==> src/rtl/board_frame_ctrl.sv <==
// board_frame_ctrl: 640x480 raster timing generator plus the hand-off of the
// brick board from the game logic to the playing-screen renderer.
// Optional feature macro BOARD_DBUF_EN: when defined, offered boards are
// parked in a pending register and only published to the renderer at the
// last active pixel of a frame. Without it, boards pass straight through.
`ifndef BRICK_LEN
`define BRICK_LEN 3
`endif
`ifndef BOARD_SIZE
`define BOARD_SIZE (`BRICK_LEN*40)
`endif

module board_frame_ctrl #(
  parameter int BW       = `BOARD_SIZE,
  parameter int H_TOTAL  = 800,
  parameter int V_TOTAL  = 525,
  parameter int H_ACTIVE = 640,
  parameter int H_FP     = 16,
  parameter int H_SYNC   = 96,
  parameter int V_ACTIVE = 480,
  parameter int V_FP     = 10,
  parameter int V_SYNC   = 2
) (
  input  logic          clk,
  input  logic          rst_n,
  input  logic          pix_en,
  input  logic          upd_valid,
  input  logic [BW-1:0] upd_board,
  output logic          upd_ready,
  output logic [BW-1:0] board_disp,
  output logic [9:0]    x_cnt,
  output logic [9:0]    y_cnt,
  output logic          hsync,
  output logic          vsync,
  output logic          video_on,
  output logic          commit,
  output logic          frame_start
);

  localparam logic [9:0] LP_H_MAX   = 10'(H_TOTAL - 1);
  localparam logic [9:0] LP_V_MAX   = 10'(V_TOTAL - 1);
  localparam logic [9:0] LP_H_ACT   = 10'(H_ACTIVE);
  localparam logic [9:0] LP_V_ACT   = 10'(V_ACTIVE);
  localparam logic [9:0] LP_HS_BEG  = 10'(H_ACTIVE + H_FP);
  localparam logic [9:0] LP_HS_END  = 10'(H_ACTIVE + H_FP + H_SYNC - 1);
  localparam logic [9:0] LP_VS_BEG  = 10'(V_ACTIVE + V_FP);
  localparam logic [9:0] LP_VS_END  = 10'(V_ACTIVE + V_FP + V_SYNC - 1);

  logic [9:0]    r_x;
  logic [9:0]    r_y;
  logic [9:0]    w_x_nxt;
  logic [9:0]    w_y_nxt;
  logic          r_hsync;
  logic          r_vsync;
  logic          r_video_on;
  logic          r_frame_start;
  logic [BW-1:0] r_board_disp;
  logic          r_commit;
  logic          r_upd_ready;
  logic          w_xfer;

  assign x_cnt       = r_x;
  assign y_cnt       = r_y;
  assign hsync       = r_hsync;
  assign vsync       = r_vsync;
  assign video_on    = r_video_on;
  assign frame_start = r_frame_start;
  assign board_disp  = r_board_disp;
  assign commit      = r_commit;
  assign upd_ready   = r_upd_ready;

  // A handshake completes on any clock edge, regardless of pix_en.
  assign w_xfer = upd_valid && r_upd_ready;

  // Next raster position: advance one pixel per pix_en tick, wrapping lines and frames.
  always_comb begin
    w_x_nxt = r_x;
    w_y_nxt = r_y;
    if (pix_en) begin
      if (r_x == LP_H_MAX) begin
        w_x_nxt = 10'd0;
        if (r_y == LP_V_MAX) begin
          w_y_nxt = 10'd0;
        end else begin
          w_y_nxt = r_y + 10'd1;
        end
      end else begin
        w_x_nxt = r_x + 10'd1;
        w_y_nxt = r_y;
      end
    end else begin
      w_x_nxt = r_x;
      w_y_nxt = r_y;
    end
  end

  // Counters and sync/blanking flags; the flags decode the next position so they line up with the counters.
  always_ff @(posedge clk or negedge rst_n) begin
    if (!rst_n) begin
      r_x           <= 10'd0;
      r_y           <= 10'd0;
      r_hsync       <= 1'b1;
      r_vsync       <= 1'b1;
      r_video_on    <= 1'b0;
      r_frame_start <= 1'b0;
    end else begin
      r_x           <= w_x_nxt;
      r_y           <= w_y_nxt;
      r_hsync       <= !((w_x_nxt >= LP_HS_BEG) && (w_x_nxt <= LP_HS_END));
      r_vsync       <= !((w_y_nxt >= LP_VS_BEG) && (w_y_nxt <= LP_VS_END));
      r_video_on    <= (w_x_nxt < LP_H_ACT) && (w_y_nxt < LP_V_ACT);
      r_frame_start <= pix_en && (w_x_nxt == 10'd0) && (w_y_nxt == 10'd0);
    end
  end

`ifdef BOARD_DBUF_EN

  localparam logic [9:0] LP_H_LAST = 10'(H_ACTIVE - 1);
  localparam logic [9:0] LP_V_LAST = 10'(V_ACTIVE - 1);

  typedef enum logic [0:0] {
    ST_EMPTY = 1'b0,
    ST_HELD  = 1'b1
  } pend_state_t;

  pend_state_t   r_state;
  pend_state_t   w_state_nxt;
  logic [BW-1:0] r_pending;
  logic          w_commit_pt;
  logic          w_commit;

  // Last active pixel of the frame: loading here keeps the visible area stable.
  assign w_commit_pt = pix_en && (r_x == LP_H_LAST) && (r_y == LP_V_LAST);

  // Pending-slot state register.
  always_ff @(posedge clk or negedge rst_n) begin
    if (!rst_n) begin
      r_state <= ST_EMPTY;
    end else begin
      r_state <= w_state_nxt;
    end
  end

  // Pending-slot transitions: fill on a handshake, drain at the commit point.
  always_comb begin
    w_state_nxt = r_state;
    w_commit    = 1'b0;
    case (r_state)
      ST_EMPTY: begin
        if (w_xfer) begin
          w_state_nxt = ST_HELD;
        end else begin
          w_state_nxt = ST_EMPTY;
        end
      end
      ST_HELD: begin
        if (w_commit_pt) begin
          w_state_nxt = ST_EMPTY;
          w_commit    = 1'b1;
        end else begin
          w_state_nxt = ST_HELD;
        end
      end
      default: begin
        w_state_nxt = ST_EMPTY;
        w_commit    = 1'b0;
      end
    endcase
  end

  // Capture offers into the pending slot and publish it at the commit point; ready follows the next state.
  always_ff @(posedge clk or negedge rst_n) begin
    if (!rst_n) begin
      r_pending    <= '0;
      r_board_disp <= '0;
      r_commit     <= 1'b0;
      r_upd_ready  <= 1'b0;
    end else begin
      if (w_xfer) begin
        r_pending <= upd_board;
      end
      if (w_commit) begin
        r_board_disp <= r_pending;
      end
      r_commit    <= w_commit;
      r_upd_ready <= (w_state_nxt == ST_EMPTY);
    end
  end

`else

  // Pass-through: every accepted board is shown immediately and announced with a commit pulse.
  always_ff @(posedge clk or negedge rst_n) begin
    if (!rst_n) begin
      r_board_disp <= '0;
      r_commit     <= 1'b0;
      r_upd_ready  <= 1'b0;
    end else begin
      if (w_xfer) begin
        r_board_disp <= upd_board;
      end
      r_commit    <= w_xfer;
      r_upd_ready <= 1'b1;
    end
  end

`endif

endmodule

==> config.mk <==
export PLATFORM = sky130hd
export DESIGN_NAME = board_frame_ctrl
export DESIGN_NICKNAME = d
export VERILOG_FILES = /design/src/rtl/board_frame_ctrl.sv
export SDC_FILE = /design/constraint.sdc
export NUM_CORES = 1
export LEC_CHECK = 0
export ABC_AREA = 1
export CORE_ASPECT_RATIO = 0.5
export CORE_MARGIN = 1.5
export CORE_UTILIZATION = 35
export DETAILED_ROUTE_END_ITERATION = 12
export PLACE_DENSITY = 0.75
export SLEW_MARGIN = 10
export SYNTH_ARGS = -nofsm -noshare
export SYNTH_HDL_FRONTEND = slang
export SYNTH_SLANG_ARGS = --single-unit
export TNS_END_PERCENT = 1
==> constraint.sdc <==
create_clock -name clk -period 2 [get_ports clk]
set_input_delay 0.2 -clock clk [delete_from_list [all_inputs] [get_ports clk]]
set_output_delay 0.2 -clock clk [all_outputs]
set_load 0.01 [all_outputs]
=== Word-level counts from Yosys, hierarchy flattened ===
Cells that the tools add are included.

* Word-level logic and storage cells: 34
* Output and inout port bits: 146
* Flip-flop bits (word level): 146

* Muxes and demuxes: 5
* Reductions and logical operators: 10
* Eq/ne operators: 2
* $lt $le $gt $ge: 6
* $add $sub $neg: 2

{| class="wikitable"
|+ Operator list
! operator !! number
|-
| $mux 10 || 5
|-
| $add 10x1->10 const B || 2
|-
| $eq 10x10->1 const B || 2
|-
| $logic_not 10->1 || 2
|-
| $ge 10x10->1 const B || 1
|-
| $ge 10x9->1 const B || 1
|-
| $le 10x10->1 const B || 1
|-
| $le 10x9->1 const B || 1
|-
| $lt 10x10->1 const B || 1
|-
| $lt 10x9->1 const B || 1
|-
| $logic_and 1x1->1 || 6
|-
| $logic_not 1->1 || 2
|}

=== Logic depth before layout (Yosys ltp) ===
* Depth in word-level cells: 7
* Gate-level depth with buffers: 12

=== Least setup slack after synthesis ===
OpenSTA, ideal clock, no wires.

* Path kind: flip-flop to flip-flop
* Start point: register r_x[0], in the netlist x_cnt[0]
* End point: register r_video_on, in the netlist video_on
* Stages on the path, launching flop included: 13
* Data arrival time: 1559 ps
* Period minus slack after synthesis: 1679 ps
* Setup slack: 321 ps
* Library setup time: 119 ps
* Path buffers: 0
* Data required time: 1881 ps
* Path through: dfrtp_1 > ha_1 > nand2_1 > nor2_8 > inv_4 > nor2_8 > nand3_1 > nand2_1 > nand2_1 > nor2_1 > nand3_1 > nand2_1 > nor2_1

* Word-level cells in the longest chain between the ends: 5

{| class="wikitable"
|+ RTL lines
! item !! RTL line !! text
|-
| start: declaration || 49 || <nowiki>logic [9:0] r_x;</nowiki>
|-
| start signal: assignment || 107 || <nowiki>r_x <= w_x_nxt;</nowiki>
|-
| $add 10x1->10 or $eq 10x10->1 (tied branches) || 88, 80 ||
|-
| $mux 10 || 80 || <nowiki>if (r_x == LP_H_MAX) begin</nowiki>
|-
| $mux 10 || 79 || <nowiki>if (pix_en) begin</nowiki>
|-
| $lt 10x10->1 or $lt 10x9->1 (tied branches) || 111 || <nowiki>r_video_on <= (w_x_nxt < LP_H_ACT) && (w_y_nxt < LP_V_ACT);</nowiki>
|-
| $logic_and 1x1->1 (*) || 111 ||
|-
| end signal: assignment || 111 ||
|-
| end: declaration || 55 || <nowiki>logic r_video_on;</nowiki>
|}

Every way passes the cells marked *; elsewhere a longest branch is shown, timed or not.
A chain may end at the register's enable or synchronous reset.

=== Worst setup path in the final report ===
* Start point: register r_x[0], in the netlist x_cnt[0]
* End point: register r_frame_start, in the netlist frame_start

* Word-level cells in the longest chain between the ends: 6

{| class="wikitable"
|+ RTL lines
! item !! RTL line !! text
|-
| $add 10x1->10 or $eq 10x10->1 (tied branches) || 88, 80 ||
|-
| $mux 10 || 80 ||
|-
| $mux 10 || 79 ||
|-
| $logic_not 10->1 || 112 || <nowiki>r_frame_start <= pix_en && (w_x_nxt == 10'd0) && (w_y_nxt == 10'd0);</nowiki>
|-
| $logic_and 1x1->1 || 112 ||
|-
| $logic_and 1x1->1 (*) || 112 ||
|-
| end signal: assignment || 112 ||
|-
| end: declaration || 56 || <nowiki>logic r_frame_start;</nowiki>
|}

Marks and branches as above.

==> impl_metrics.csv <==
group,metric,value,unit
run_status,outcome,"finished, final reports clean",
power_and_ir_drop,power_frac_seq,41.4,%
sta,holdWs,0.2476,ns
place,io_buffers,269,
synthesis,synth_common_cells,"423 x nand2_1, 144 x dfrtp_1, 45 x inv_1",
min_path,hp-class,"primary input to async pin",
cts,cts_root_buf,"clkbuf_16",
cts,path_clk_slew,0.06,ns
sta,setup_viol,0,
critical_path,cp-end-kind,"register",
synthesis,async_flop_share,100.0,%
flow_run,maxCapViolCount,0,
critical_path,startpoint_type,"register",
critical_path,path_class,"register to register",
drt,drt_pass1_iterations,5,
synthesis,synthTopCellsByArea,"dfrtp_1 59%, nand2_1 26%, inv_1 2.8%",
grt,grt_pass1_vias,5482,
grt,grt_pass1_wl,28010,um
place,placed_cell_area,9135,um^2
drt,drc,0,
synthesis,ys_seq_area_share,59.71,%
cts,cts_max_level,4,
place,dp_worst_setup_slack,0.07945,ns
drt,wl_per_cell,14.51,um
cells_and_area,fin_nets,1143,
grt,grt_util_all_layers,19.65,%
drt,wl,18220,um
cells_and_area,layout-drive-gt1-share,6.997,%
floorplan,die_w,190.1,um
synthesis,syn_inst,743,
grt,antenna_found_initial,0,
drt,vias,5691,
critical_path,reg2reg_slack,0.11,ns
power_and_ir_drop,combPwrFrac,22.9,%
sta,relSlewSlack,65.67,%
sta,worstMarginPinSlew,0.5150,ns
synthesis,ys.warnings.count,0,
cts,insertion_delay,0.41,ns
cells_and_area,design_area,9761,um^2
place,post-dp-hpwl,13070,um
floorplan,placementRows,33,
drt,drt_iter0_drc,250,
synthesis,synth_edf_count,0,
synthesis,yosys.area.top_type_share,58.85,%
floorplan,ioPinCount,270,
critical_path,arrival,2.21,ns
floorplan,initial_core_util,36.62,%
sta,skew,0.01149,ns
place,gp_congestion,0.8912,
cts,cts_inserted_buffers,17,
sta,finalCritPeriodShare,94.42,%
sta,fin_crit,1.888,ns
synthesis,yosys.area.top_type,"dfrtp_1",
grt,overflow,0,
power_and_ir_drop,clkPwrFrac,35.7,%
synthesis,synthAdderAreaFrac,0.6130,%
synthesis,syn-num-nets,870,
sta,timing.fmax,529.6,MHz
grt,grt_max_degree,121,
synthesis,synth_area,6123,um^2
power_and_ir_drop,power.switching,2.406,mW
power_and_ir_drop,power.density,883.9,nW/um^2
critical_path,crit_fanout,6,
floorplan,core_area,16720,um^2
sta,hold_viol,0,
floorplan,dieArea,18350,um^2
sta,worst_slack,0.1117,ns
synthesis,synth_ff_type,"dfrtp_1",
floorplan,die_height,96.53,um
power_and_ir_drop,leakage,4.869,nW
cts,clock-sinks,146,
drt,viasPerCell,4.531,
synthesis,synth_seq_cells,146,
power_and_ir_drop,p_total,8.628,mW
cts,cts_tree,"done",
synthesis,avgSynthCellArea,8.241,um^2
cells_and_area,n_antenna_cell,0,
synthesis,synth_top_family_by_area,"simple AND/OR/NAND/NOR gates",
cts,clk_path_buf_depth,2,
power_and_ir_drop,sw_frac_of_total,27.89,%
power_and_ir_drop,vdd_drop_max,0.5954,mV
synthesis,ys_types,29,
drt,ant_nets,0,
synthesis,yosys.cell_count.top_type,"nand2_1",
synthesis,synth_xor_area_share,0.1430,%
power_and_ir_drop,power.internal,6.221,mW
sta,slew_viol_final,0,
synthesis,synth_mux_area_share,0,%
cells_and_area,final_util,58.37,%
cells_and_area,area_growth,59.40,%
synthesis,synthSimpleGateAreaFrac,33.53,%
critical_path,required,2.32,ns
synthesis,synth_compound_area_share,1.042,%
## cells in the final DEF (no fill, tap or decap), types with 5 or more instances in the layout
master	instances
nand2_1	422
clkdlybuf4s50_1	268
dfrtp_1	144
inv_1	44
nor2_1	30
nand3_1	25
clkbuf_16	17
buf_12	6
buf_4	6
nand4_1	5
clkinvlp_4	5
## area by class of cell
| cell class | count | area (um^2) |
|---|---|---|
| Sequential cell | 146 | 3656 |
| Timing Repair Buffer | 282 | 2869 |
| Inverter | 50 | 191.4 |
| Tap cell | 227 | 284.0 |
| Clock inverter | 11 | 103.9 |
| Multi-Input combinational cell | 519 | 2186 |
| Clock buffer | 21 | 470.5 |
| Fill cell | 1448 | 6962 |
## per-stage QoR
step / instances / TNS [ns]
floorplan: 743 / 0
global placement: 1219 / 0
detailed placement: 1219 / 0
CTS: 1252 / 0
global route: 1256 / -0.01125
finish: 1256 / 0
## worst paths after layout
kind,from,to,cells past startpoint
setup / recovery,x_cnt[0],frame_start,11
hold / removal,rst_n,board_disp[21],2
setup reg to reg,x_cnt[0],frame_start,11
hold reg to reg,board_disp[39],board_disp[39],2
max in group asynchronous,rst_n,board_disp[95],3
min in group clk,upd_board[25],board_disp[25],3
## power groups by stage
stage          clock network [mW]  registers, mW  logic [mW]
2_1_floorplan                   0           3.77       0.540
3_3_place_gp                    0           3.60        1.94
3_5_place_dp                    0           3.62        1.97
4_1_cts                      3.15           3.57        1.98
5_1_grt                      3.30           3.61        2.14
6_report                     3.08           3.57        1.97
## state kept, by name, indices dropped and copies added (netlist names)
register     flops
board_disp     120
commit           1
frame_start      1
hsync            1
upd_ready        1
video_on         1
vsync            1
x_cnt           10
y_cnt           10
## logic make-up after synthesis
kind of cell / count (synthesis)
compound gates: 11
flops: 146
buf+inv: 78
other cells: 1
fa+ha+maj: 3
xor+xnor: 1
simple gates: 503
## worst max-delay path, stage by stage (launching register included)
cell and delay (ns):
dfrtp_1 0.38, ha_2 0.21, nand2_1 0.14, nor2_8 0.22, inv_4 0.07, nor2_8 0.14, nand3_2 0.14, nand3_1 0.14
nand2_1 0.06, nor2_1 0.08, nand3_1 0.08, nor2_1 0.14
## timing repair
item,4_1_cts,5_1_grt
endpoints found under the setup margin,0,4
hold endpoints to repair,31,0
hold buffers,1,0
buffers inserted,0,4
resized for setup,0,4
## routing by layer
| layer | global-route usage (%) | share of wire, % | up-vias |
|---|---|---|---|
| li1 | - | - | 2780 |
| met1 | 23.32 | 42 | 2716 |
| met2 | 35.58 | 52 | 164 |
| met3 | 4.045 | 4.3 | 31 |
| met4 | 7.672 | 2.2 | 0 |
| met5 | 0 | 0 | - |
No activity file was read; power rests on OpenSTA's default activity.
